### src/rtl/rf_wb_arbiter_if.sv
// Writeback arbiter bus: two writeback requesters, long-latency issue,
// decode hazard query and the register-file write port.
interface rf_wb_arbiter_if #(
   parameter int unsigned ADDR_WIDTH = 5,
   parameter int unsigned DATA_WIDTH = 32
);
   logic                  i_Req0Valid;
   logic [ADDR_WIDTH-1:0] i_Req0Addr;
   logic [DATA_WIDTH-1:0] i_Req0Data;
   logic                  o_Req0Ready;
   logic                  i_Req1Valid;
   logic [ADDR_WIDTH-1:0] i_Req1Addr;
   logic [DATA_WIDTH-1:0] i_Req1Data;
   logic                  o_Req1Ready;
   logic                  i_IssueEn;
   logic [ADDR_WIDTH-1:0] i_IssueAddr;
   logic [ADDR_WIDTH-1:0] i_Rs1Addr;
   logic [ADDR_WIDTH-1:0] i_Rs2Addr;
   logic [ADDR_WIDTH-1:0] i_RdAddr;
   logic                  o_Stall;
   logic                  o_RegWrEn;
   logic [ADDR_WIDTH-1:0] o_RegWrAddr;
   logic [DATA_WIDTH-1:0] o_RegWrData;

   // Arbiter side
   modport slave (
      input  i_Req0Valid, i_Req0Addr, i_Req0Data,
      input  i_Req1Valid, i_Req1Addr, i_Req1Data,
      input  i_IssueEn, i_IssueAddr, i_Rs1Addr, i_Rs2Addr, i_RdAddr,
      output o_Req0Ready, o_Req1Ready, o_Stall,
      output o_RegWrEn, o_RegWrAddr, o_RegWrData
   );

   // Pipeline / register-file side
   modport master (
      output i_Req0Valid, i_Req0Addr, i_Req0Data,
      output i_Req1Valid, i_Req1Addr, i_Req1Data,
      output i_IssueEn, i_IssueAddr, i_Rs1Addr, i_Rs2Addr, i_RdAddr,
      input  o_Req0Ready, o_Req1Ready, o_Stall,
      input  o_RegWrEn, o_RegWrAddr, o_RegWrData
   );
endinterface

### src/rtl/rf_wb_arbiter.sv
// Round-robin writeback scheduler for the single register-file write port,
// with a pending scoreboard for long-latency destinations and decode stall.
module rf_wb_arbiter #(
   parameter int unsigned ADDR_WIDTH = 5,
   parameter int unsigned DATA_WIDTH = 32,
   parameter int unsigned REG_NUMBER = 32
) (
   input logic            clk,
   input logic            reset,
   rf_wb_arbiter_if.slave bus
);

   logic                  last_q;
   logic                  grant0_c;
   logic                  grant1_c;
   logic [REG_NUMBER-1:0] pending_q;
   logic [REG_NUMBER-1:0] pending_d;
   logic                  stall_c;
   logic                  wr_en_q;
   logic [ADDR_WIDTH-1:0] wr_addr_q;
   logic [DATA_WIDTH-1:0] wr_data_q;

   // On a tie, grant whoever was not granted last
   always_comb begin
      grant0_c = bus.i_Req0Valid && (!bus.i_Req1Valid || last_q);
      grant1_c = bus.i_Req1Valid && (!bus.i_Req0Valid || !last_q);
   end

   // Scoreboard next state: clear on requester-1 transfer, issue set wins
   always_comb begin
      pending_d = pending_q;
      for (int unsigned i = 1; i < REG_NUMBER; i++) begin
         if (grant1_c && bus.i_Req1Addr == ADDR_WIDTH'(i))
            pending_d[i] = 1'b0;
         if (bus.i_IssueEn && bus.i_IssueAddr == ADDR_WIDTH'(i))
            pending_d[i] = 1'b1;
      end
      pending_d[0] = 1'b0;
   end

   // RAW on either source or WAW on destination against a pending register
   always_comb begin
      stall_c = 1'b0;
      for (int unsigned i = 1; i < REG_NUMBER; i++) begin
         if (pending_q[i] && (bus.i_Rs1Addr == ADDR_WIDTH'(i) ||
                              bus.i_Rs2Addr == ADDR_WIDTH'(i) ||
                              bus.i_RdAddr  == ADDR_WIDTH'(i)))
            stall_c = 1'b1;
      end
   end

   always_ff @(posedge clk) begin
      if (reset) begin
         last_q    <= 1'b1;
         pending_q <= '0;
         wr_en_q   <= 1'b0;
         wr_addr_q <= '0;
         wr_data_q <= '0;
      end else begin
         pending_q <= pending_d;
         if (grant0_c) begin
            last_q    <= 1'b0;
            wr_en_q   <= (bus.i_Req0Addr != '0);
            wr_addr_q <= bus.i_Req0Addr;
            wr_data_q <= bus.i_Req0Data;
         end else if (grant1_c) begin
            last_q    <= 1'b1;
            wr_en_q   <= (bus.i_Req1Addr != '0);
            wr_addr_q <= bus.i_Req1Addr;
            wr_data_q <= bus.i_Req1Data;
         end else begin
            wr_en_q   <= 1'b0;
         end
      end
   end

   assign bus.o_Req0Ready = grant0_c;
   assign bus.o_Req1Ready = grant1_c;
   assign bus.o_Stall     = stall_c;
   assign bus.o_RegWrEn   = wr_en_q;
   assign bus.o_RegWrAddr = wr_addr_q;
   assign bus.o_RegWrData = wr_data_q;

endmodule

### src/flat_wrapper.sv
// flat-port wrapper written by rule: the top's interface ports become plain ports
module rf_wb_arbiter_flat 
#(
   parameter int unsigned ADDR_WIDTH = 5,
   parameter int unsigned DATA_WIDTH = 32,
   parameter int unsigned REG_NUMBER = 32
)
  (clk, reset, bus_i_Req0Valid, bus_i_Req0Addr, bus_i_Req0Data, bus_i_Req1Valid, bus_i_Req1Addr, bus_i_Req1Data, bus_i_IssueEn, bus_i_IssueAddr, bus_i_Rs1Addr, bus_i_Rs2Addr, bus_i_RdAddr, bus_o_Req0Ready, bus_o_Req1Ready, bus_o_Stall, bus_o_RegWrEn, bus_o_RegWrAddr, bus_o_RegWrData);
  rf_wb_arbiter_if #(.ADDR_WIDTH(ADDR_WIDTH), .DATA_WIDTH(DATA_WIDTH)) bus_i ();
  input logic clk;
  input logic reset;
  input wire logic [$bits(bus_i.i_Req0Valid)-1:0] bus_i_Req0Valid;
  input wire logic [$bits(bus_i.i_Req0Addr)-1:0] bus_i_Req0Addr;
  input wire logic [$bits(bus_i.i_Req0Data)-1:0] bus_i_Req0Data;
  input wire logic [$bits(bus_i.i_Req1Valid)-1:0] bus_i_Req1Valid;
  input wire logic [$bits(bus_i.i_Req1Addr)-1:0] bus_i_Req1Addr;
  input wire logic [$bits(bus_i.i_Req1Data)-1:0] bus_i_Req1Data;
  input wire logic [$bits(bus_i.i_IssueEn)-1:0] bus_i_IssueEn;
  input wire logic [$bits(bus_i.i_IssueAddr)-1:0] bus_i_IssueAddr;
  input wire logic [$bits(bus_i.i_Rs1Addr)-1:0] bus_i_Rs1Addr;
  input wire logic [$bits(bus_i.i_Rs2Addr)-1:0] bus_i_Rs2Addr;
  input wire logic [$bits(bus_i.i_RdAddr)-1:0] bus_i_RdAddr;
  output wire logic [$bits(bus_i.o_Req0Ready)-1:0] bus_o_Req0Ready;
  output wire logic [$bits(bus_i.o_Req1Ready)-1:0] bus_o_Req1Ready;
  output wire logic [$bits(bus_i.o_Stall)-1:0] bus_o_Stall;
  output wire logic [$bits(bus_i.o_RegWrEn)-1:0] bus_o_RegWrEn;
  output wire logic [$bits(bus_i.o_RegWrAddr)-1:0] bus_o_RegWrAddr;
  output wire logic [$bits(bus_i.o_RegWrData)-1:0] bus_o_RegWrData;
  assign bus_i.i_Req0Valid = bus_i_Req0Valid;
  assign bus_i.i_Req0Addr = bus_i_Req0Addr;
  assign bus_i.i_Req0Data = bus_i_Req0Data;
  assign bus_i.i_Req1Valid = bus_i_Req1Valid;
  assign bus_i.i_Req1Addr = bus_i_Req1Addr;
  assign bus_i.i_Req1Data = bus_i_Req1Data;
  assign bus_i.i_IssueEn = bus_i_IssueEn;
  assign bus_i.i_IssueAddr = bus_i_IssueAddr;
  assign bus_i.i_Rs1Addr = bus_i_Rs1Addr;
  assign bus_i.i_Rs2Addr = bus_i_Rs2Addr;
  assign bus_i.i_RdAddr = bus_i_RdAddr;
  assign bus_o_Req0Ready = bus_i.o_Req0Ready;
  assign bus_o_Req1Ready = bus_i.o_Req1Ready;
  assign bus_o_Stall = bus_i.o_Stall;
  assign bus_o_RegWrEn = bus_i.o_RegWrEn;
  assign bus_o_RegWrAddr = bus_i.o_RegWrAddr;
  assign bus_o_RegWrData = bus_i.o_RegWrData;
  rf_wb_arbiter #(.ADDR_WIDTH(ADDR_WIDTH), .DATA_WIDTH(DATA_WIDTH), .REG_NUMBER(REG_NUMBER)) u_core (.clk(clk), .reset(reset), .bus(bus_i));
endmodule
### config.mk
export PLATFORM = sky130hd
export DESIGN_NAME = rf_wb_arbiter_flat
export DESIGN_NICKNAME = d
export VERILOG_FILES = /design/src/rtl/rf_wb_arbiter_if.sv /design/src/rtl/rf_wb_arbiter.sv /design/src/flat_wrapper.sv
export SDC_FILE = /design/constraint.sdc
export NUM_CORES = 1
export LEC_CHECK = 0
export ABC_AREA = 0
export BUFFER_PORTS_ARGS = -buffer_cell sky130_fd_sc_hd__buf_2
export CAP_MARGIN = 0
export CORE_MARGIN = 8
export CORE_UTILIZATION = 52
export CTS_BUF_LIST = sky130_fd_sc_hd__clkbuf_8
export DETAILED_ROUTE_END_ITERATION = 8
export PLACE_DENSITY = 0.82
export RECOVER_POWER = 50
export SLEW_MARGIN = 15
export SYNTH_ARGS = -nofsm -noshare
export SYNTH_HDL_FRONTEND = slang
export SYNTH_SLANG_ARGS = --single-unit
### constraint.sdc
create_clock -name clk -period 2.6 [get_ports clk]
set_clock_uncertainty 0.15 [all_clocks]
set_input_delay 0.13 -clock clk [delete_from_list [all_inputs] [get_ports clk]]
set_output_delay 0.13 -clock clk [all_outputs]
set_load 0.02 [all_outputs]
Yosys cells after proc, flatten, opt, wreduce, memory -nomap -nowiden. Cells that the tools add are included.

Register bits after elaboration: 70. Output and inout port bits: 41. Word-level logic and storage cells: 487.

Equal/unequal tests: 155. Mux-type cells: 101. Reduce and logical (&&, ||, !) cells: 196.

Operators by type and width (count): $eq A5 B5 Y1 const B (80); $eq A5 B4 Y1 const B (40); $eq A5 B3 Y1 const B (20); $mux W1 (97); $logic_and A1 B1 Y1 (95); $logic_or A1 B1 Y1 (64); $mux W32 (2); $reduce_bool A2 Y1 (32); $eq A5 B2 Y1 const B (10); $eq A5 B1 Y1 const B (5); $mux W5 (2); $reduce_bool A5 Y1 (2); $logic_not A1 Y1 (3).

Longest topological paths before layout. Gate-level depths: netlist (run 1).

Depth after elaboration: 35. Depth in mapped cells: 8. Mapped depth without buffers: 6.

Worst setup path before layout (run 1). OpenSTA, ideal clock, no wires.

Kind: reg2out. Start point: register u_core.pending_q[14]. End point: output port bus_o_Stall. Arrival time: 1.984 ns. Required time: 2.320 ns. Setup slack: 0.336 ns. Stages on the path, launching flop included: 7. Cells stage by stage: dfxtp_1 -> mux2i_1 -> nor4b_1 -> or4_1 -> or4_1 -> nor4_1 -> o2111ai_1.

Longest elaborated chain between the ends: 19.

Ends and longest elaborated chain: from (decl) (RTL line rf_wb_arbiter.sv:16) `logic [REG_NUMBER-1:0] pending_q;`; from (signal assigned) (RTL line rf_wb_arbiter.sv:60) `pending_q <= pending_d;`; $logic_and A1 B1 Y1 (RTL line rf_wb_arbiter.sv:45) `if (pending_q[i] && (bus.i_Rs1Addr == ADDR_WIDTH'(i) ||`; $mux W1 (18 in a row) (RTL line rf_wb_arbiter.sv:45); to (decl) (RTL line flat_wrapper.sv:25) `output wire logic [$bits(bus_i.o_Stall)-1:0] bus_o_Stall;`.

No other way between the ends.

Worst setup path after layout (run 1).
Start point: register u_core.pending_q[30]. End point: output port bus_o_Stall.

Longest elaborated chain between the ends: 3.

Ends and longest elaborated chain (RTL line): $logic_and A1 B1 Y1 (rf_wb_arbiter.sv:45); $mux W1 (2 in a row) (rf_wb_arbiter.sv:45).

No other way between the ends.

==> flow_summary_export.csv, run 1 <==
group,metric,value,unit
outcome,status,"finished with violations",
outcome,violations,"negative setup slack",
yosys,synth_nets,672,
clock_tree,cts_setup_buffers,0,
yosys,syn_inst,573,
final_layout,final_cell_count_no_fill,907,
yosys,synth_warnings,0,
floorplan,rows,32,
yosys,synth_area,4074,um2
setup_path,startpoint,"u_core.pending_q[30]",
place,dp_cells,810,
yosys,synth_area_leader_cell,"dfxtp_1",
final_layout,drive_gt1_frac,0.2077,
final_layout,final_nets,898,
setup_path,slowest_stage,"or4_4",
power_and_ir_drop,pwr-share-clk,0.334,
yosys,synth_top_area_share,0.3440,
yosys,yosysUniqueCellTypes,48,
sta,maxSlewViolCount,0,
global_route,grt_util_all_layers,0.4077,
sta,worst_slack,-0.2560,ns
global_route,grt_pass1_wl,35570,um
sta,timing.fmax,0.3501,GHz
power_and_ir_drop,p_int,1862,uW
sta,post-route-min-period,2.856,ns
clock_tree,path_clk_slew,0.10,ns
floorplan,initial_core_util,0.5327,
setup_path,worstSetupPathType,"reg2out",
setup_path,path_cells,"mux2i_1, nor3_1, or4_1, or4_4, nor4_4, o2111ai_1, buf_4",
yosys,ys_seq_area_frac,0.3440,
sta,fin_crit_sh,1.098,
hold_path,hp-class,"in2reg",
global_route,grt_max_degree,39,
floorplan,fp.dieArea,10920,um2
hold_path,hold_path_depth,3,
setup_path,critPathRequiredTime,2.32,ns
yosys,ys_seq_elements,70,
setup_path,cp-end-kind,"output pin",
global_route,grt-ovfl-total,0,
sta,finalHoldViolations,0,
floorplan,die_width,104.5,um
setup_path,worstRegToRegCells,6,
sta,worstMarginPinSlew,1.287,ns
setup_path,timing.rr.start,"u_core.last_q",
yosys,synth_flop_cell,"dfxtp_1",
yosys,synth_edf_count,0,
power_and_ir_drop,vdd_drop_max,0.5441,mV
final_layout,multi_input_area,2470,um2
setup_path,startpoint_type,"flip-flop",
final_layout,nFillCells,477,
detailed_routing,detail_route.first_pass.iterations,8,
detailed_routing,via_per_inst,6.827,
power_and_ir_drop,cellPowerDensity,470.4,nW/um2
detailed_routing,drt_iter0_drc,1329,
power_and_ir_drop,pwr-share-seq,0.418,
place,io_buffers,139,
power_and_ir_drop,p_leak,0.002517,uW
setup_path,worst-endpoint-arrival,2.58,ns
clock_tree,cts_made_buffers,9,
place,pre_cts_ws,-0.01292,ns
detailed_routing,wl_per_cell,24.87,um
floorplan,io_pins,140,
sta,setup_tns,-2.542,ns
detailed_routing,drt-total-wl,22560,um
power_and_ir_drop,swShare,0.3402,
place,routabilityCongestion,1.004,
hold_path,min_from,"bus_i_Req0Data[19]",
power_and_ir_drop,p_switching,960.1,uW
place,place_area,5022,um2
yosys,synthTopCellsByArea,"dfxtp_1 34%, nor2_1 11%, nor4_1 6.1%",
final_layout,most-common-layout-cells,"120 x nor2_1, 96 x buf_2, 80 x dlygate4sd3_1, 65 x dfxtp_1, 54 x nand2_1",
sta,setup_viol,30,
final_layout,regArea,1408,um2
clock_tree,cts_root_buf,"clkbuf_8",
detailed_routing,dr_total_vias,6192,
flow_run,drv_cap,0,
global_route,grt_pass1_vias,6351,
clock_tree,htreeDepth,3,
detailed_routing,route.detailed.drc,0,
clock_tree,cts_sinks,70,
final_layout,final_area,5998,um2
yosys,avgSynthCellArea,7.110,um2
clock_tree,clock_path_buffers,2,
yosys,async_flop_share,0,
clock_tree,clk_latency,0.35,ns
place,dpl.hpwl,13040,um
power_and_ir_drop,power_frac_comb,0.249,
setup_path,max_stage_delay,0.56,ns
floorplan,core,7647,um2
clock_tree,cts_tree,"built",
global_route,antenna_found_initial,1,
final_layout,area.growth.synth_to_final,47.24,%
sta,rsz0062_at_grt,"yes",
setup_path,crit_fanout,4,
sta,relSlewSlack,0.1418,
final_layout,layout.cells.most_common,"nor2_1",
final_layout,finalCoreUtilization,0.7844,
floorplan,die_h,104.5,um
detailed_routing,ant_nets,0,
timing repair:
| item | in CTS | in global routing |
|---|---|---|
| gates cloned | 0 | 0 |
| pin swaps | 4 | 2 |
| setup endpoints to repair | 1 | 1 |
| hold buffers | 80 | 0 |
| resized for setup | 4 | 6 |
| hold endpoints to repair | 45 | 0 |
state kept, by name, summed over array words and instances, names as in the netlist:
| signal | flops |
|---|---|
| u_core.bus.o_RegWrEn | 1 |
| u_core.bus.o_RegWrData | 32 |
| u_core.last_q | 1 |
| u_core.pending_q | 31 |
| u_core.bus.o_RegWrAddr | 5 |
cells in the mapped netlist, types with 2 or more instances:
cell type / number
nor2b_1: 11
a21oi_1: 35
nor4b_1: 6
o31ai_1: 3
nand2b_1: 12
nor4bb_1: 2
and3_1: 8
and2_1: 2
nand4_1: 13
nor3b_1: 10
inv_1: 6
buf_1: 4
dfxtp_1: 70
or2_2: 3
nand4b_1: 5
nor4_1: 40
nor2_1: 120
buf_2: 3
buf_6: 3
a41oi_1: 2
nand3_1: 21
mux2i_1: 14
or4_1: 6
and4_1: 2
o21ai_0: 35
o32ai_1: 2
a22oi_1: 5
or3_1: 5
a2111oi_0: 3
o2111ai_1: 2
clkbuf_1: 35
nor3_1: 11
o22ai_1: 3
nand2_1: 54
a31oi_1: 4
kinds of logic after synthesis:
logic type      count (synthesis)  synth area share
compound gates                101            0.1453
buf+inv                        52           0.05528
flops                          70            0.3440
mux                            16           0.04269
simple gates                  334            0.4128
layer usage:
layer | vias to the layer above | GRT usage | routed length, um
met4 | 0 | 0.3071 | 2262
met5 | - | 0 | 0
met2 | 715 | 0.6339 | 9573
met3 | 229 | 0.1648 | 3281
li1 | 2507 | - | -
met1 | 2741 | 0.4387 | 7444
power groups by stage:
| stage | logic (uW) | registers, uW | clock network, uW |
|---|---|---|---|
| global route | 735 | 1180 | 966 |
| detailed placement | 531 | 1190 | 0 |
| global placement | 522 | 1180 | 0 |
| floorplan | 237 | 1240 | 0 |
| finish | 701 | 1180 | 942 |
| CTS | 647 | 1160 | 902 |
metrics by stage:
stage,hold slack [ns],power [uW]
final,0.1099,2822
after global routing,0.1390,2884
after CTS,0.009109,2710
after detailed placement,0.2644,1717
after global placement,0.2591,1706
after floorplan,0.1245,1482
area by class of cell:
type / instances / share of cell area
diodes: 1 / 0.0004172
clock inverters: 7 / 0.01210
clock buffers: 9 / 0.02065
repair buffers: 261 / 0.2954
well taps: 102 / 0.02128
inverters: 6 / 0.003755
multi-input cells: 451 / 0.4118
flip-flops and latches: 70 / 0.2347
worst max-delay path: cells and delay by family (launching register included):
family | cells | cell delay (ns)
simple gates | 4 | 1.41
flops | 1 | 0.36
buf+inv | 1 | 0.18
compound gates | 1 | 0.14
mux | 1 | 0.13
path summary, 6_finish.rpt:
path         slack (ns)                    endpoint
max reg2reg       -0.03  u_core.bus.o_RegWrData[15]
min                0.11  u_core.bus.o_RegWrData[19]
max               -0.26                 bus_o_Stall
min reg2reg        0.39         u_core.pending_q[9]
Note: power is estimated with default switching activity, not from simulation.
==> run 2, diff against run 1 <==
--- a/config.mk
+++ b/config.mk
@@ -8,6 +8,7 @@
 export ABC_AREA = 0
 export BUFFER_PORTS_ARGS = -buffer_cell sky130_fd_sc_hd__buf_2
 export CAP_MARGIN = 0
+export CORE_ASPECT_RATIO = 1.1
 export CORE_MARGIN = 8
 export CORE_UTILIZATION = 52
 export CTS_BUF_LIST = sky130_fd_sc_hd__clkbuf_8
==> run 2 against run 1 <==
The flow still finishes with violations (negative setup slack). Maximum frequency is 3.2% higher. Non-clock buffer count decreased by 23. Routed wire length shrank 10%. First-iteration DRC count decreased by 45%. Final cell count down 2.0%. Clock-buffer cell count is the same. Sequential cell count unchanged. Largest cell class unchanged. Largest power group unchanged. Highest routed layer unchanged.
==> flow_summary_export.csv, run 2 (synthesis gave the netlist of run 1 again) <==
group,metric,value,unit
sta,finalHoldViolations,0,
setup_path,crit_fanout,4,
final_layout,drive_gt1_frac,0.1921,
clock_tree,path_clk_slew,0.08,ns
global_route,grt_max_degree,71,
floorplan,core,7742,um2
global_route,grt_pass1_wl,31490,um
setup_path,startpoint,"u_core.pending_q[24]",
floorplan,initial_core_util,0.5262,
sta,worstMarginPinSlew,0.7641,ns
place,dpl.hpwl,12120,um
detailed_routing,drt_iter0_drc,729,
global_route,grt_pass1_vias,5879,
clock_tree,htreeDepth,3,
sta,timing.fmax,0.3614,GHz
detailed_routing,detail_route.first_pass.iterations,5,
setup_path,timing.rr.start,"u_core.last_q",
place,routabilityCongestion,0.9543,
clock_tree,clock_path_buffers,2,
detailed_routing,wl_per_cell,22.72,um
sta,setup_tns,-0.1806,ns
sta,setup_viol,2,
global_route,antenna_found_initial,0,
place,pre_cts_ws,0.002815,ns
final_layout,final_area,5832,um2
setup_path,worst-endpoint-arrival,2.49,ns
setup_path,startpoint_type,"flip-flop",
power_and_ir_drop,pwr-share-clk,0.354,
floorplan,die_h,108.8,um
outcome,status,"finished with violations",
final_layout,most-common-layout-cells,"120 x nor2_1, 98 x buf_2, 79 x dlygate4sd3_1, 62 x dfxtp_1, 54 x nand2_1",
power_and_ir_drop,cellPowerDensity,486.7,nW/um2
place,place_area,4845,um2
place,io_buffers,139,
power_and_ir_drop,p_int,1934,uW
setup_path,critPathRequiredTime,2.32,ns
power_and_ir_drop,vdd_drop_max,0.3929,mV
power_and_ir_drop,power_frac_comb,0.232,
power_and_ir_drop,p_switching,904.5,uW
detailed_routing,via_per_inst,6.443,
hold_path,hp-class,"in2reg",
final_layout,nFillCells,555,
floorplan,io_pins,140,
final_layout,final_nets,875,
setup_path,worstSetupPathType,"reg2out",
clock_tree,cts_tree,"built",
sta,worst_slack,-0.1669,ns
detailed_routing,ant_nets,0,
sta,maxSlewViolCount,0,
sta,relSlewSlack,0.4867,
setup_path,cp-end-kind,"output pin",
sta,fin_crit_sh,1.064,
outcome,violations,"negative setup slack",
floorplan,rows,34,
detailed_routing,dr_total_vias,5728,
hold_path,min_from,"bus_i_Req1Addr[3]",
clock_tree,clk_latency,0.34,ns
detailed_routing,route.detailed.drc,0,
final_layout,area.growth.synth_to_final,43.15,%
final_layout,layout.cells.most_common,"nor2_1",
sta,post-route-min-period,2.767,ns
clock_tree,cts_made_buffers,9,
final_layout,antenna_cells,0,
global_route,grt-ovfl-total,0,
global_route,grt_util_all_layers,0.3714,
final_layout,largest_reg_flops,32,
power_and_ir_drop,p_leak,0.002421,uW
power_and_ir_drop,swShare,0.3187,
power_and_ir_drop,pwr-share-seq,0.414,
detailed_routing,drt-total-wl,20200,um
flow_run,drv_cap,0,
floorplan,die_width,100.4,um
sta,rsz0062_at_grt,"yes",
clock_tree,cts_root_buf,"clkbuf_8",
floorplan,fp.dieArea,10930,um2
clock_tree,cts_sinks,70,
-- run 2: area by class of cell --
class	instances	area, um2	share of cell area
Clock buffer	9	123.9	0.02124
Clock inverter	7	90.09	0.01545
Inverter	6	22.52	0.003862
Multi-Input combinational cell	451	2460	0.4218
Sequential cell	70	1411	0.2420
Tap cell	108	135.1	0.02317
Timing Repair Buffer	238	1589	0.2725
-- run 2: path summary, 6_finish.rpt --
path | to | slack [ns] | cells after the start
max | bus_o_Stall | -0.17 | 6
min | u_core.bus.o_RegWrAddr[3] | 0.06 | 3
max reg2reg | u_core.bus.o_RegWrData[12] | 0.22 | 6
min reg2reg | u_core.pending_q[31] | 0.36 | 2
-- run 2: metrics by stage --
step | util | power (uW) | std cells | hold slack [ns]
after floorplan | - | 1482 | 573 | 0.1245
final | 0.7532 | 2838 | 889 | 0.06315
after global routing | 0.7532 | 2903 | 889 | 0.07361
after global placement | 0.6257 | 1682 | 793 | 0.2578
after detailed placement | 0.6257 | 1692 | 793 | 0.2635
after CTS | 0.7597 | 2754 | 889 | 0.006128
-- run 2: power by group through the flow --
| stage | Clock (uW) | Combinational (uW) | Sequential (uW) |
|---|---|---|---|
| after floorplan | 0 | 237 | 1240 |
| after global placement | 0 | 497 | 1190 |
| after detailed placement | 0 | 504 | 1190 |
| after CTS | 971 | 619 | 1160 |
| after global routing | 1030 | 693 | 1180 |
| final | 1000 | 657 | 1180 |
-- run 2: what timing repair did --
action / in CTS / in global routing
gates resized for setup: 11 / 0
pin swaps: 5 / 0
hold buffers: 79 / 0
hold endpoints to repair: 47 / 0
setup endpoints to repair: 1 / 1
setup buffers: 1 / 0
-- run 2: worst max-delay path, cell delays in order (launching register included) --
cell,delay (ns)
dfxtp_1,0.39
and3_1,0.17
or4_1,0.51
or4_1,0.45
nor4_2,0.28
o2111ai_1,0.16
buf_4,0.19
-- run 2: per-layer routing --
layer | vias up | part of all wire | track usage | wire length [um]
li1 | 2453 | - | - | -
met1 | 2649 | 0.34 | 0.3899 | 6846
met2 | 493 | 0.46 | 0.6139 | 9313
met3 | 133 | 0.12 | 0.1213 | 2391
met4 | 0 | 0.082 | 0.2811 | 1649
met5 | - | 0 | 0 | 0
==> run 3, diff against run 2 <==
--- a/config.mk
+++ b/config.mk
@@ -10,10 +10,10 @@
 export CAP_MARGIN = 0
 export CORE_ASPECT_RATIO = 1.1
 export CORE_MARGIN = 8
-export CORE_UTILIZATION = 52
+export CORE_UTILIZATION = 47
 export CTS_BUF_LIST = sky130_fd_sc_hd__clkbuf_8
 export DETAILED_ROUTE_END_ITERATION = 8
-export PLACE_DENSITY = 0.82
+export PLACE_DENSITY = 0.79
 export RECOVER_POWER = 50
 export SLEW_MARGIN = 15
 export SYNTH_ARGS = -nofsm -noshare
==> constraint.sdc (replaced) <==
create_clock -name clk -period 2.4 [get_ports clk]
set_clock_uncertainty 0.15 [all_clocks]
set_input_delay 0.12 -clock clk [delete_from_list [all_inputs] [get_ports clk]]
set_output_delay 0.12 -clock clk [all_outputs]
set_load 0.02 [all_outputs]
==> run 3 against run 2 <==
Largest cell class unchanged. Sequential share of layout area shrank 0.99 points. Setup slack lost 0.19 ns. First-iteration DRC count shrank 7.4%. Worst hold slack lost 0.014 ns. Combinational power grew 14%. Clock power is essentially flat. Non-clock buffer count grew 27. Register-to-register slack lost 0.18 ns. Utilization shrank 3.4 points. Die area grew 9.0%. The run still ends with negative setup slack left. Final area grew 3.7%. Global-route usage shrank 4.0 points.
==> flow_summary_export.csv, run 3 (synthesis gave the netlist of run 1 again) <==
group,metric,value,unit
clock_tree,cts_root_buf,"clkbuf_8",
flow_run,drv_cap,0,
detailed_routing,dr_total_vias,5809,
clock_tree,clock_path_buffers,2,
sta,fin_crit_sh,1.148,
detailed_routing,wl_per_cell,22.32,um
global_route,grt_pass1_wl,31570,um
clock_tree,cts_made_buffers,9,
detailed_routing,route.detailed.drc,0,
final_layout,most-common-layout-cells,"120 x nor2_1, 98 x buf_2, 81 x dlygate4sd3_1, 68 x dfxtp_1, 53 x nand2_1",
floorplan,io_pins,140,
sta,maxSlewViolCount,0,
outcome,status,"finished with violations",
sta,worst_slack,-0.3555,ns
clock_tree,path_clk_slew,0.09,ns
sta,rsz0062_at_grt,"yes",
sta,setup_tns,-0.7907,ns
clock_tree,cts_tree,"built",
sta,relSlewSlack,0.5472,
final_layout,largest_reg_flops,32,
setup_path,critPathRequiredTime,2.13,ns
global_route,grt_pass1_vias,5953,
setup_path,crit_fanout,3,
outcome,violations,"negative setup slack",
detailed_routing,via_per_inst,6.314,
floorplan,die_width,104.8,um
global_route,grt_max_degree,41,
final_layout,drive_gt1_frac,0.2141,
final_layout,nFillCells,612,
global_route,busiest_layer,"met2",
final_layout,final_nets,902,
global_route,grt_use_met1,0.3561,
sta,worstMarginPinSlew,0.6791,ns
power_and_ir_drop,cellPowerDensity,494.4,nW/um2
setup_path,startpoint_type,"flip-flop",
place,io_buffers,139,
floorplan,fp.dieArea,11910,um2
setup_path,worst-endpoint-arrival,2.49,ns
setup_path,cp-end-kind,"output pin",
sta,timing.fmax,0.3629,GHz
global_route,grt_util_all_layers,0.3310,
setup_path,max_stage_delay,0.47,ns
final_layout,area.growth.synth_to_final,48.46,%
clock_tree,clk_latency,0.37,ns
detailed_routing,drt-total-wl,20530,um
clock_tree,htreeDepth,3,
power_and_ir_drop,power,2990,uW
clock_tree,cts_sinks,70,
final_layout,multi_input_area,2480,um2
hold_path,hp-class,"in2reg",
place,dpl.hpwl,12760,um
setup_path,worstSetupPathType,"reg2out",
detailed_routing,detail_route.first_pass.iterations,8,
global_route,grt_use_met2,0.5533,
floorplan,rows,35,
global_route,antenna_found_initial,2,
floorplan,core,8408,um2
final_layout,regArea,1404,um2
floorplan,initial_core_util,0.4845,
global_route,met3_usage,0.1128,
setup_path,path_cells,"buf_4, nor4b_1, or4_1, or4_1, nor4_2, o2111ai_1, buf_4",
detailed_routing,drt_iter0_drc,675,
sta,finalHoldViolations,0,
global_route,grt-ovfl-total,0,
detailed_routing,ant_nets,0,
power_and_ir_drop,vdd_drop_max,0.4306,mV
sta,setup_viol,9,
sta,post-route-min-period,2.756,ns
place,routabilityCongestion,1.095,
final_layout,layout.cells.most_common,"nor2_1",
setup_path,slowest_stage,"or4_1",
floorplan,die_h,113.6,um
sta,hold-worst-slack,0.04917,ns
power_and_ir_drop,p_leak,0.002543,uW
==> run 3: cell type report <==
| type | count | area share |
|---|---|---|
| antenna | 1 | 0.0004137 |
| clock buffer | 9 | 0.02048 |
| clock inverter | 7 | 0.009102 |
| inverter | 6 | 0.003724 |
| multi-input combinational | 451 | 0.4100 |
| sequential | 70 | 0.2321 |
| tap | 111 | 0.02296 |
| timing repair buffer | 265 | 0.3012 |
==> run 3: where the power goes <==
group	internal (uW)	leakage, uW	switching [uW]
combinational	319	0.00188	430
clock	387	0.0000866	579
sequential	1220	0.000577	50.7
==> run 3: repair_timing <==
action | 4_1_cts | 5_1_grt
resized for setup | 4 | 6
setup buffers | 0 | 0
endpoints found under the setup margin | 1 | 34
pin swaps | 3 | 1
hold buffers | 81 | 0
cloned | 0 | 0
endpoints found under the hold margin | 48 | 0
==> run 3: per-stage QoR <==
step | utilization | cell area [um2] | std cells | setup slack, ns
global placement | 0.6028 | 5069 | 822 | -0.01723
floorplan | - | 4074 | 573 | 0.1462
global route | 0.7193 | 6048 | 920 | -0.4213
detailed placement | 0.6028 | 5069 | 822 | -0.06216
CTS | 0.7219 | 6070 | 919 | -0.3522
finish | 0.7193 | 6048 | 920 | -0.3555
==> run 3: worst paths after layout <==
path	from	to	slack (ns)	depth (start not counted)
setup / recovery	u_core.pending_q[15]	bus_o_Stall	-0.36	7
hold / removal	bus_i_IssueAddr[4]	u_core.pending_q[18]	0.05	5
setup reg to reg	u_core.last_q	u_core.bus.o_RegWrData[17]	0.04	6
hold reg to reg	u_core.pending_q[3]	u_core.pending_q[3]	0.37	2
==> run 3: critical path: cells and delay by family (launching register included) <==
family	cells	cell delay, ns
compound gates	1	0.15
buf+inv	2	0.35
flops	1	0.36
simple gates	4	1.26
==> run 3: per-layer routing <==
metal  vias to the layer above  share of wire
met5                         -              0
met4                         0          0.063
met3                       115           0.13
met2                       508           0.46
met1                      2664           0.35
li1                       2522              -
